==> config.mk <==
export PLATFORM = sky130hd
export DESIGN_NAME = cmac_tx_axis_arbiter_flat
export DESIGN_NICKNAME = d
export VERILOG_FILES = /design/src/rtl/cmac_tx_axis_arbiter_if.sv /design/src/rtl/cmac_tx_axis_arbiter.sv /design/src/flat_wrapper.sv
export SDC_FILE = /design/constraint.sdc
export NUM_CORES = 1
export LEC_CHECK = 0
export CAP_MARGIN = 20
export CORE_AREA = 2 2 683 685
export CTS_BUF_LIST = sky130_fd_sc_hd__clkbuf_4 sky130_fd_sc_hd__clkbuf_8
export CTS_CLUSTER_DIAMETER = 40
export DETAILED_ROUTE_END_ITERATION = 10
export DIE_AREA = 0 0 685 687
export PLACE_DENSITY_LB_ADDON = 0.12
export SYNTH_ARGS = -nofsm -noshare
export SYNTH_HDL_FRONTEND = slang
export SYNTH_SLANG_ARGS = --single-unit
export TNS_END_PERCENT = 5
==> constraint.sdc <==
create_clock -name clk -period 5.4 [get_ports clk]
set_input_delay 0.81 -clock clk [delete_from_list [all_inputs] [get_ports clk]]
set_output_delay 0.81 -clock clk [all_outputs]
set_load 0.005 [all_outputs]
==> src/rtl/cmac_tx_axis_arbiter_if.sv <==
// AXI4-Stream bundle for the CMAC TX arbiter: one instance per source and one toward the MAC.
interface cmac_tx_axis_arbiter_if #(
  parameter int DATA_W = 512,
  parameter int KEEP_W = 64
);
  logic              tvalid;
  logic              tready;
  logic              tlast;
  logic              tuser;
  logic [DATA_W-1:0] tdata;
  logic [KEEP_W-1:0] tkeep;

  modport master (output tvalid, tlast, tuser, tdata, tkeep, input tready);
  modport slave  (input tvalid, tlast, tuser, tdata, tkeep, output tready);
endinterface

==> src/rtl/cmac_tx_axis_arbiter.sv <==
// Packet-level arbiter sharing the CMAC TX AXI4-Stream port between s0 (ERNIC) and s1 (test stream).
// Optional statistics counters are built when CMAC_TX_ARB_STATS_EN is defined.
module cmac_tx_axis_arbiter #(
  parameter int DATA_W        = 512,
  parameter int KEEP_W        = 64,
  parameter int PRIORITY_MODE = 0,
  parameter int MAX_PKT_BEATS = 256
) (
  input  logic                          clk,
  input  logic                          reset,
  input  logic                          tx_enable,
  cmac_tx_axis_arbiter_if.slave         s0_axis,
  cmac_tx_axis_arbiter_if.slave         s1_axis,
  cmac_tx_axis_arbiter_if.master        m_axis,
  output logic [1:0]                    grant,
  output logic                          busy,
  output logic                          bubble_err,
  output logic                          abort_pulse
`ifdef CMAC_TX_ARB_STATS_EN
  ,
  output logic [31:0]                   s0_pkt_cnt,
  output logic [31:0]                   s1_pkt_cnt,
  output logic [31:0]                   abort_cnt,
  output logic [31:0]                   bubble_cnt
`endif
);

  typedef enum logic [2:0] {IDLE, PASS0, PASS1, DRAIN0, DRAIN1} state_t;

  localparam logic [15:0] LAST_BEAT = 16'(MAX_PKT_BEATS - 1);

  state_t      state, state_nxt;
  logic        last_winner, last_winner_nxt;
  logic [15:0] beat_cnt, beat_cnt_nxt;
  logic        in_bubble;

  logic              sel_s1, in_pass, in_drain;
  logic              sel_valid, sel_last, sel_user;
  logic [DATA_W-1:0] sel_data;
  logic [KEEP_W-1:0] sel_keep;
  logic              m_hs, at_limit, pick_s1;

  logic              s0_tready, s1_tready;
  logic              m_tvalid, m_tlast, m_tuser;
  logic [DATA_W-1:0] m_tdata;
  logic [KEEP_W-1:0] m_tkeep;

  assign sel_s1   = (state == PASS1) || (state == DRAIN1);
  assign in_pass  = (state == PASS0) || (state == PASS1);
  assign in_drain = (state == DRAIN0) || (state == DRAIN1);

  assign sel_valid = sel_s1 ? s1_axis.tvalid : s0_axis.tvalid;
  assign sel_last  = sel_s1 ? s1_axis.tlast  : s0_axis.tlast;
  assign sel_user  = sel_s1 ? s1_axis.tuser  : s0_axis.tuser;
  assign sel_data  = sel_s1 ? s1_axis.tdata  : s0_axis.tdata;
  assign sel_keep  = sel_s1 ? s1_axis.tkeep  : s0_axis.tkeep;

  assign m_hs     = in_pass && sel_valid && m_axis.tready;
  // Truncation is flagged whenever the final allowed beat is offered, so tlast/tuser stay stable while tready is low.
  assign at_limit = (beat_cnt == LAST_BEAT) && !sel_last;
  assign pick_s1  = s1_axis.tvalid &&
                    (!s0_axis.tvalid || ((PRIORITY_MODE == 0) && !last_winner));

  assign s0_axis.tready = s0_tready;
  assign s1_axis.tready = s1_tready;
  assign m_axis.tvalid  = m_tvalid;
  assign m_axis.tlast   = m_tlast;
  assign m_axis.tuser   = m_tuser;
  assign m_axis.tdata   = m_tdata;
  assign m_axis.tkeep   = m_tkeep;

  always_ff @(posedge clk or posedge reset) begin
    if (reset) begin
      state       <= IDLE;
      last_winner <= 1'b1;
      beat_cnt    <= '0;
      in_bubble   <= 1'b0;
    end else begin
      state       <= state_nxt;
      last_winner <= last_winner_nxt;
      beat_cnt    <= beat_cnt_nxt;
      in_bubble   <= in_pass && !sel_valid;
    end
  end

  always_comb begin
    state_nxt       = state;
    last_winner_nxt = last_winner;
    beat_cnt_nxt    = beat_cnt;
    case (state)
      IDLE: begin
        if (tx_enable && (s0_axis.tvalid || s1_axis.tvalid))
          state_nxt = pick_s1 ? PASS1 : PASS0;
      end
      PASS0, PASS1: begin
        if (m_hs) begin
          if (sel_last) begin
            state_nxt       = IDLE;
            last_winner_nxt = sel_s1;
            beat_cnt_nxt    = '0;
          end else if (at_limit) begin
            state_nxt    = sel_s1 ? DRAIN1 : DRAIN0;
            beat_cnt_nxt = '0;
          end else begin
            beat_cnt_nxt = beat_cnt + 16'd1;
          end
        end
      end
      DRAIN0, DRAIN1: begin
        if (sel_valid && sel_last) begin
          state_nxt       = IDLE;
          last_winner_nxt = sel_s1;
        end
      end
      default: state_nxt = IDLE;
    endcase
  end

  always_comb begin
    s0_tready   = 1'b0;
    s1_tready   = 1'b0;
    m_tvalid    = 1'b0;
    m_tlast     = 1'b0;
    m_tuser     = 1'b0;
    m_tdata     = '0;
    m_tkeep     = '0;
    grant       = 2'b00;
    busy        = 1'b0;
    bubble_err  = 1'b0;
    abort_pulse = 1'b0;
    case (state)
      PASS0, PASS1: begin
        m_tvalid    = sel_valid;
        m_tdata     = sel_data;
        m_tkeep     = sel_keep;
        m_tlast     = sel_last | (sel_valid & at_limit);
        m_tuser     = sel_user | (sel_valid & at_limit);
        s0_tready   = !sel_s1 && m_axis.tready;
        s1_tready   = sel_s1 && m_axis.tready;
        grant       = sel_s1 ? 2'b10 : 2'b01;
        busy        = 1'b1;
        abort_pulse = m_hs && at_limit;
        bubble_err  = !sel_valid && (beat_cnt != '0) && !in_bubble;
      end
      DRAIN0, DRAIN1: begin
        s0_tready = !sel_s1;
        s1_tready = sel_s1;
        grant     = sel_s1 ? 2'b10 : 2'b01;
        busy      = 1'b1;
      end
      default: ;
    endcase
  end

`ifdef CMAC_TX_ARB_STATS_EN
  // Saturating event counters for ILA visibility; packets count only on a genuine tlast handshake.
  always_ff @(posedge clk or posedge reset) begin
    if (reset) begin
      s0_pkt_cnt <= '0;
      s1_pkt_cnt <= '0;
      abort_cnt  <= '0;
      bubble_cnt <= '0;
    end else begin
      if (m_hs && sel_last && !sel_s1 && (s0_pkt_cnt != '1)) s0_pkt_cnt <= s0_pkt_cnt + 32'd1;
      if (m_hs && sel_last && sel_s1 && (s1_pkt_cnt != '1))  s1_pkt_cnt <= s1_pkt_cnt + 32'd1;
      if (abort_pulse && (abort_cnt != '1))                  abort_cnt  <= abort_cnt + 32'd1;
      if (bubble_err && (bubble_cnt != '1))                  bubble_cnt <= bubble_cnt + 32'd1;
    end
  end
`endif

endmodule

==> src/flat_wrapper.sv <==
// flat-port wrapper written by rule: the top's interface ports become plain ports
module cmac_tx_axis_arbiter_flat 
#(
  parameter int DATA_W        = 512,
  parameter int KEEP_W        = 64,
  parameter int PRIORITY_MODE = 0,
  parameter int MAX_PKT_BEATS = 256
)
  (clk, reset, tx_enable, grant, busy, bubble_err, abort_pulse, s0_axis_tvalid, s0_axis_tlast, s0_axis_tuser, s0_axis_tdata, s0_axis_tkeep, s0_axis_tready, s1_axis_tvalid, s1_axis_tlast, s1_axis_tuser, s1_axis_tdata, s1_axis_tkeep, s1_axis_tready, m_axis_tvalid, m_axis_tlast, m_axis_tuser, m_axis_tdata, m_axis_tkeep, m_axis_tready);
  cmac_tx_axis_arbiter_if #(.DATA_W(DATA_W), .KEEP_W(KEEP_W)) s0_axis_i ();
  cmac_tx_axis_arbiter_if #(.DATA_W(DATA_W), .KEEP_W(KEEP_W)) s1_axis_i ();
  cmac_tx_axis_arbiter_if #(.DATA_W(DATA_W), .KEEP_W(KEEP_W)) m_axis_i ();
  input  logic clk;
  input  logic reset;
  input  logic tx_enable;
  output logic [1:0] grant;
  output logic busy;
  output logic bubble_err;
  output logic abort_pulse;
  input wire logic [$bits(s0_axis_i.tvalid)-1:0] s0_axis_tvalid;
  input wire logic [$bits(s0_axis_i.tlast)-1:0] s0_axis_tlast;
  input wire logic [$bits(s0_axis_i.tuser)-1:0] s0_axis_tuser;
  input wire logic [$bits(s0_axis_i.tdata)-1:0] s0_axis_tdata;
  input wire logic [$bits(s0_axis_i.tkeep)-1:0] s0_axis_tkeep;
  output wire logic [$bits(s0_axis_i.tready)-1:0] s0_axis_tready;
  input wire logic [$bits(s1_axis_i.tvalid)-1:0] s1_axis_tvalid;
  input wire logic [$bits(s1_axis_i.tlast)-1:0] s1_axis_tlast;
  input wire logic [$bits(s1_axis_i.tuser)-1:0] s1_axis_tuser;
  input wire logic [$bits(s1_axis_i.tdata)-1:0] s1_axis_tdata;
  input wire logic [$bits(s1_axis_i.tkeep)-1:0] s1_axis_tkeep;
  output wire logic [$bits(s1_axis_i.tready)-1:0] s1_axis_tready;
  output wire logic [$bits(m_axis_i.tvalid)-1:0] m_axis_tvalid;
  output wire logic [$bits(m_axis_i.tlast)-1:0] m_axis_tlast;
  output wire logic [$bits(m_axis_i.tuser)-1:0] m_axis_tuser;
  output wire logic [$bits(m_axis_i.tdata)-1:0] m_axis_tdata;
  output wire logic [$bits(m_axis_i.tkeep)-1:0] m_axis_tkeep;
  input wire logic [$bits(m_axis_i.tready)-1:0] m_axis_tready;
  assign s0_axis_i.tvalid = s0_axis_tvalid;
  assign s0_axis_i.tlast = s0_axis_tlast;
  assign s0_axis_i.tuser = s0_axis_tuser;
  assign s0_axis_i.tdata = s0_axis_tdata;
  assign s0_axis_i.tkeep = s0_axis_tkeep;
  assign s0_axis_tready = s0_axis_i.tready;
  assign s1_axis_i.tvalid = s1_axis_tvalid;
  assign s1_axis_i.tlast = s1_axis_tlast;
  assign s1_axis_i.tuser = s1_axis_tuser;
  assign s1_axis_i.tdata = s1_axis_tdata;
  assign s1_axis_i.tkeep = s1_axis_tkeep;
  assign s1_axis_tready = s1_axis_i.tready;
  assign m_axis_tvalid = m_axis_i.tvalid;
  assign m_axis_tlast = m_axis_i.tlast;
  assign m_axis_tuser = m_axis_i.tuser;
  assign m_axis_tdata = m_axis_i.tdata;
  assign m_axis_tkeep = m_axis_i.tkeep;
  assign m_axis_i.tready = m_axis_tready;
  cmac_tx_axis_arbiter #(.DATA_W(DATA_W), .KEEP_W(KEEP_W), .PRIORITY_MODE(PRIORITY_MODE), .MAX_PKT_BEATS(MAX_PKT_BEATS)) u_core (.clk(clk), .reset(reset), .tx_enable(tx_enable), .s0_axis(s0_axis_i), .s1_axis(s1_axis_i), .m_axis(m_axis_i), .grant(grant), .busy(busy), .bubble_err(bubble_err), .abort_pulse(abort_pulse));
endmodule
; ---- Yosys cells after proc, flatten, opt, wreduce, memory -nomap -nowiden
; Cells that the tools add are included.
[word_totals]
reg_bits = 21
input_bits = 1162
word_cells = 80
[classes]
addsub = 1
eq_ne = 10
n_mux = 31
bitwise = 3
reduce_logical = 31
[ops]
columns = op, n
row1 = $mux W512, 2
row2 = $mux W64, 2
row3 = $mux W16, 2
row4 = $mux W3, 6
row5 = $add A16 B1 Y16 const B, 1
row6 = $eq A16 B8 Y1 const B, 1
row7 = $reduce_bool A16 Y1, 1
row8 = $logic_and A1 B1 Y1, 12
row9 = $mux W1, 12
row10 = $pmux W3 S3, 1
row11 = $ne A2 B1 Y1 const B, 4
row12 = $reduce_and A4 Y1, 2
row13 = $eq A3 B2 Y1 const B, 2
row14 = $logic_not A1 Y1, 6
row15 = $mux W2, 3
row16 = $pmux W1 S2, 3
row17 = $logic_or A1 B1 Y1, 4
row18 = $reduce_or A2 Y1, 2
row19 = $reduce_or A4 Y1, 1
row20 = $eq A3 B1 Y1 const B, 1
row21 = $eq A3 B3 Y1 const B, 1
row22 = $logic_not A3 Y1, 1
row23 = $ne A3 B1 Y1 const B, 1
row24 = $or A1 B1 Y1, 2
row25 = other kinds (3), 3

; ---- Depth between registers and ports, before layout
[logic_depth]
word_depth = 9
mapped_depth = 9
ltp_nobuf = 6

; ---- Worst setup path before layout
; Ideal clock, no wire load.
[synth_timing]
kind = reg2out
from = register u_core.state[2]
to = output m_axis_tdata[74]
t_arrival_ns = 1.912
path_slack_ns = 2.678
stages_incl_launch_ff = 9
path_buffers = 4
path_cell_list = dfrtp_1 > clkbuf_1 > xor2_1 > nand2_1 > clkbuf_1 > clkbuf_1 > buf_1 > nand2_1 > a21oi_1
[synth_via]
elab_chain_cells = 4
elab_cells_between_ends = 7
[synth_lines]
columns = element, line
row1 = from (decl), cmac_tx_axis_arbiter.sv:32  ; state_t state, state_nxt;
row2 = from (signal assigned), cmac_tx_axis_arbiter.sv:79  ; state <= state_nxt;
row3 = $eq A3 B2 Y1 / $eq A3 B3 Y1 (equally long branches), "cmac_tx_axis_arbiter.sv:48, cmac_tx_axis_arbiter.sv:131"
row4 = $logic_or A1 B1 Y1, cmac_tx_axis_arbiter.sv:48  ; assign sel_s1 = (state == PASS1) || (state == DRAIN1);
row5 = $mux W512, cmac_tx_axis_arbiter.sv:55  ; assign sel_data = sel_s1 ? s1_axis.tdata : s0_axis.tdata;
row6 = $mux W512 (*), cmac_tx_axis_arbiter.sv:131  ; case (state)
row7 = to (decl), flat_wrapper.sv:35  ; output wire logic [$bits(m_axis_i.tdata)-1:0] m_axis_tdata;
; Mark *: on every way between the ends. The rest lies on a longest branch, timed or not.

; ---- Worst setup path in the final report
[layout_timing]
from = register u_core.state[2]
to = output m_axis_tdata[26]
; The elaborated chain is that of the path after synthesis.

==> results.sh <==
export IMPL_min_path_type="reg2reg"
export IMPL_clock_path_buffers=2
export IMPL_drcViolationCount=0
export IMPL_whs_ns=0.5671
export IMPL_ys_warn_count=0
export IMPL_die_h_um=687
export IMPL_ys_types=48
export IMPL_layout_nets=4859
export IMPL_netlist_area_sq_um=9398
export IMPL_irDropWorstVdd_mv=0.5870
export IMPL_grt_max_degree=118
export IMPL_synth_nets=3260
export IMPL_gp_congestion=0.9589
export IMPL_worstSkewPairLatency_ns=0.28
export IMPL_combPwrFrac_pct=98.2
export IMPL_hold_viol=0
export IMPL_finalSetupViolations=0
export IMPL_yosys_top_cells_count="nand2_1, a21oi_1, clkbuf_1"
export IMPL_worst_path_most_repeated_cell="buf_12"
export IMPL_antenna_found_initial=394
export IMPL_synth_most_common_cell="nand2_1"
export IMPL_cp_slowest_cell="dfrtp_1"
export IMPL_fillerInstances=54630
export IMPL_grt_setup_unrepaired="false"
export IMPL_io_pins=1748
export IMPL_syn_inst=2096
export IMPL_core_area_sq_um=462600
export IMPL_start_util_pct=2.031
export IMPL_drv_cap=0
export IMPL_cp_max_fo=54
export IMPL_synthTopCellsByArea="nand2_1, a21oi_1, clkbuf_1"
export IMPL_seqPwrFrac_pct=1.2
export IMPL_synth_edff_count=0
export IMPL_synth_top_cell_by_area="nand2_1"
export IMPL_yosys_most_used_dff="dfrtp_1"
export IMPL_cp_arrival_ns=4.17
export IMPL_drv_slew=0
export IMPL_drt_initial_drc_count=1684
export IMPL_cp_start_kind="flip-flop"
export IMPL_vias=23440
export IMPL_overflow=0
export IMPL_finalSetupTns_ns=0
export IMPL_leakage_uw=0.01122
export IMPL_antenna_left=0
export IMPL_synth_top_area_share_pct=46.53
export IMPL_syn_area_per_cell_sq_um=4.484
export IMPL_internal_power_uw=8575
export IMPL_hold_buffers=0
export IMPL_first_global_vias=23540
export IMPL_p_switching_uw=13460
export IMPL_clockPowerShare_pct=0.5
export IMPL_final_layout_size_suffix_gt1_share_pct=3.113
export IMPL_tightestPinTransition_ns=1.314
export IMPL_max_freq_ghz=0.2009
export IMPL_dp_hpwl_um=322800
export IMPL_post_cts_resized=0
export IMPL_rows=250
export IMPL_clock_sinks=21
export IMPL_grt_pass1_wl_um=401700
export IMPL_avgViaCountPerCell=2.355
export IMPL_async_flop_share_pct=100.0
export IMPL_finalClockSkew_ns=0.004602
export IMPL_slew_headroom_pct=12.39
export IMPL_htree_levels=1
export IMPL_cts_tree="built"
export IMPL_finalCritPeriodShare_pct=92.17
export IMPL_path_clk_slew_ns=0.10
export IMPL_status="complete, no violations"
export IMPL_powerDensity_nw_per_um2=626.1
export IMPL_crit_required_ns=4.59
export IMPL_yosysSeqAreaShare_pct=5.605
export IMPL_path_class="reg2out"
export IMPL_grtUsageTotal_pct=14.11
export IMPL_die_x_um=685
export IMPL_syn2layout_area_growth_pct=274.5
export IMPL_detail_route_wl_per_cell_um=34.99
export IMPL_ys_ff_latch=21
export IMPL_totalWireLength_um=348200
export IMPL_post_cts_setup_buffer_count=0
export IMPL_numPortBuffers=1747
export IMPL_slowest_delay_ns=0.77
export IMPL_dieArea_sq_um=470600
export IMPL_drt_pass1_iterations=5
export IMPL_endpoint_kind="output pin"
export IMPL_cp_cell_sequence="xor2_1 > nand2_4 > inv_8 > buf_12 > buf_12 > nand2_1 > a21oi_1 > clkdlybuf4s50_1"
export IMPL_fin_crit_ns=4.977
export IMPL_clock_root_buffer="clkbuf_8"
export IMPL_cts_buffers=3
export IMPL_p_sw_share_pct=61.08
-- cell usage in the layout, fill, tap and decap left out, types with 3 or more instances in the layout --
master           count
clkdlybuf4s50_1   1694
nand2_1           1164
a21oi_1            582
diode_2             83
buf_12              67
buf_4               32
nor2_1              21
dfrtp_1             20
nand3_1             13
xor2_1              10
inv_1                8
nor3_1               7
nand4_1              7
a21o_1               6
xnor2_1              4
and3_1               4
nand3b_1             3
o21ai_1              3
o21ai_0              3
or4_1                3
nor2b_1              3
clkbuf_8             3
-- state kept, by name (all words and copies together) (netlist names) --
register	flops
u_core.last_winner	1
u_core.in_bubble	1
u_core.beat_cnt	16
u_core.state	3
-- worst paths after layout --
check                                    start             endpoint  slack [ns]  cells after the start
setup reg to reg            u_core.beat_cnt[8]   u_core.beat_cnt[3]        2.82                      5
min in group asynchronous                reset   u_core.beat_cnt[9]        0.73                      2
setup / recovery               u_core.state[2]     m_axis_tdata[26]        0.42                      8
hold / removal             u_core.beat_cnt[15]  u_core.beat_cnt[15]        0.57                      2
hold reg to reg            u_core.beat_cnt[15]  u_core.beat_cnt[15]        0.57                      2
max in group asynchronous                reset   u_core.last_winner        4.21                      3
-- layout make-up --
type / instances / area [sq um] / share of cell area (%)
clock inverter: 1 / 5.005 / 0.01422
clock buffer: 3 / 41.29 / 0.1173
antenna: 83 / 207.7 / 0.5901
inverter: 10 / 45.04 / 0.1280
multi-input combinational: 1865 / 8079 / 22.95
timing repair buffer: 1794 / 18570 / 52.75
sequential: 21 / 526.8 / 1.497
tap: 6174 / 7725 / 21.95
-- cells by family after synthesis --
logic type	after synthesis	share of synthesized area (%)
AOI/OAI and AO/OA	608	33.07
xor gates and xnor gates	14	1.305
adders and majority gates	2	0.2662
buffers and inverters	210	8.587
DFF	21	5.605
muxes	2	0.2396
and+or+nand+nor	1239	50.93
-- power by group through the flow --
stage | sequential, uW | clock (uW) | combinational, uW
after floorplan | 216 | 0 | 6610
after global placement | 270 | 0 | 22900
after detailed placement | 271 | 0 | 22600
after CTS | 268 | 127 | 22700
after global routing | 279 | 129 | 23300
final | 272 | 119 | 21600
-- through the flow --
step	setup slack [ns]	cells	util (%)	cell area [sq um]	power, uW
after floorplan	2.678	2096	-	9398	6829
after global placement	0.5557	9862	7.545	34910	23220
after detailed placement	0.6081	9863	7.547	34910	22890
after CTS	0.2711	9867	7.557	34960	23120
after global routing	0.1761	9892	7.576	35050	23660
final	0.4229	9951	7.608	35200	22030
-- worst max-delay path: cells and delay by family, from the launching register on --
kind / cells / cell delay [ns]
compound gates: 1 / 0.59
xor+xnor: 1 / 0.36
buf+inv: 4 / 1.66
flops: 1 / 0.77
simple gates: 2 / 0.30
-- layer usage --
metal	part of all wire, %	GRT usage (%)	wire [um]	up-vias
li1	-	-	-	10100
met1	38	15.67	131900	10950
met2	49	25.19	170200	1581
met3	10	5.976	35070	636
met4	2.8	2.398	9832	168
met5	0.31	0	1077	-
Power figures use the tool's default switching activity.
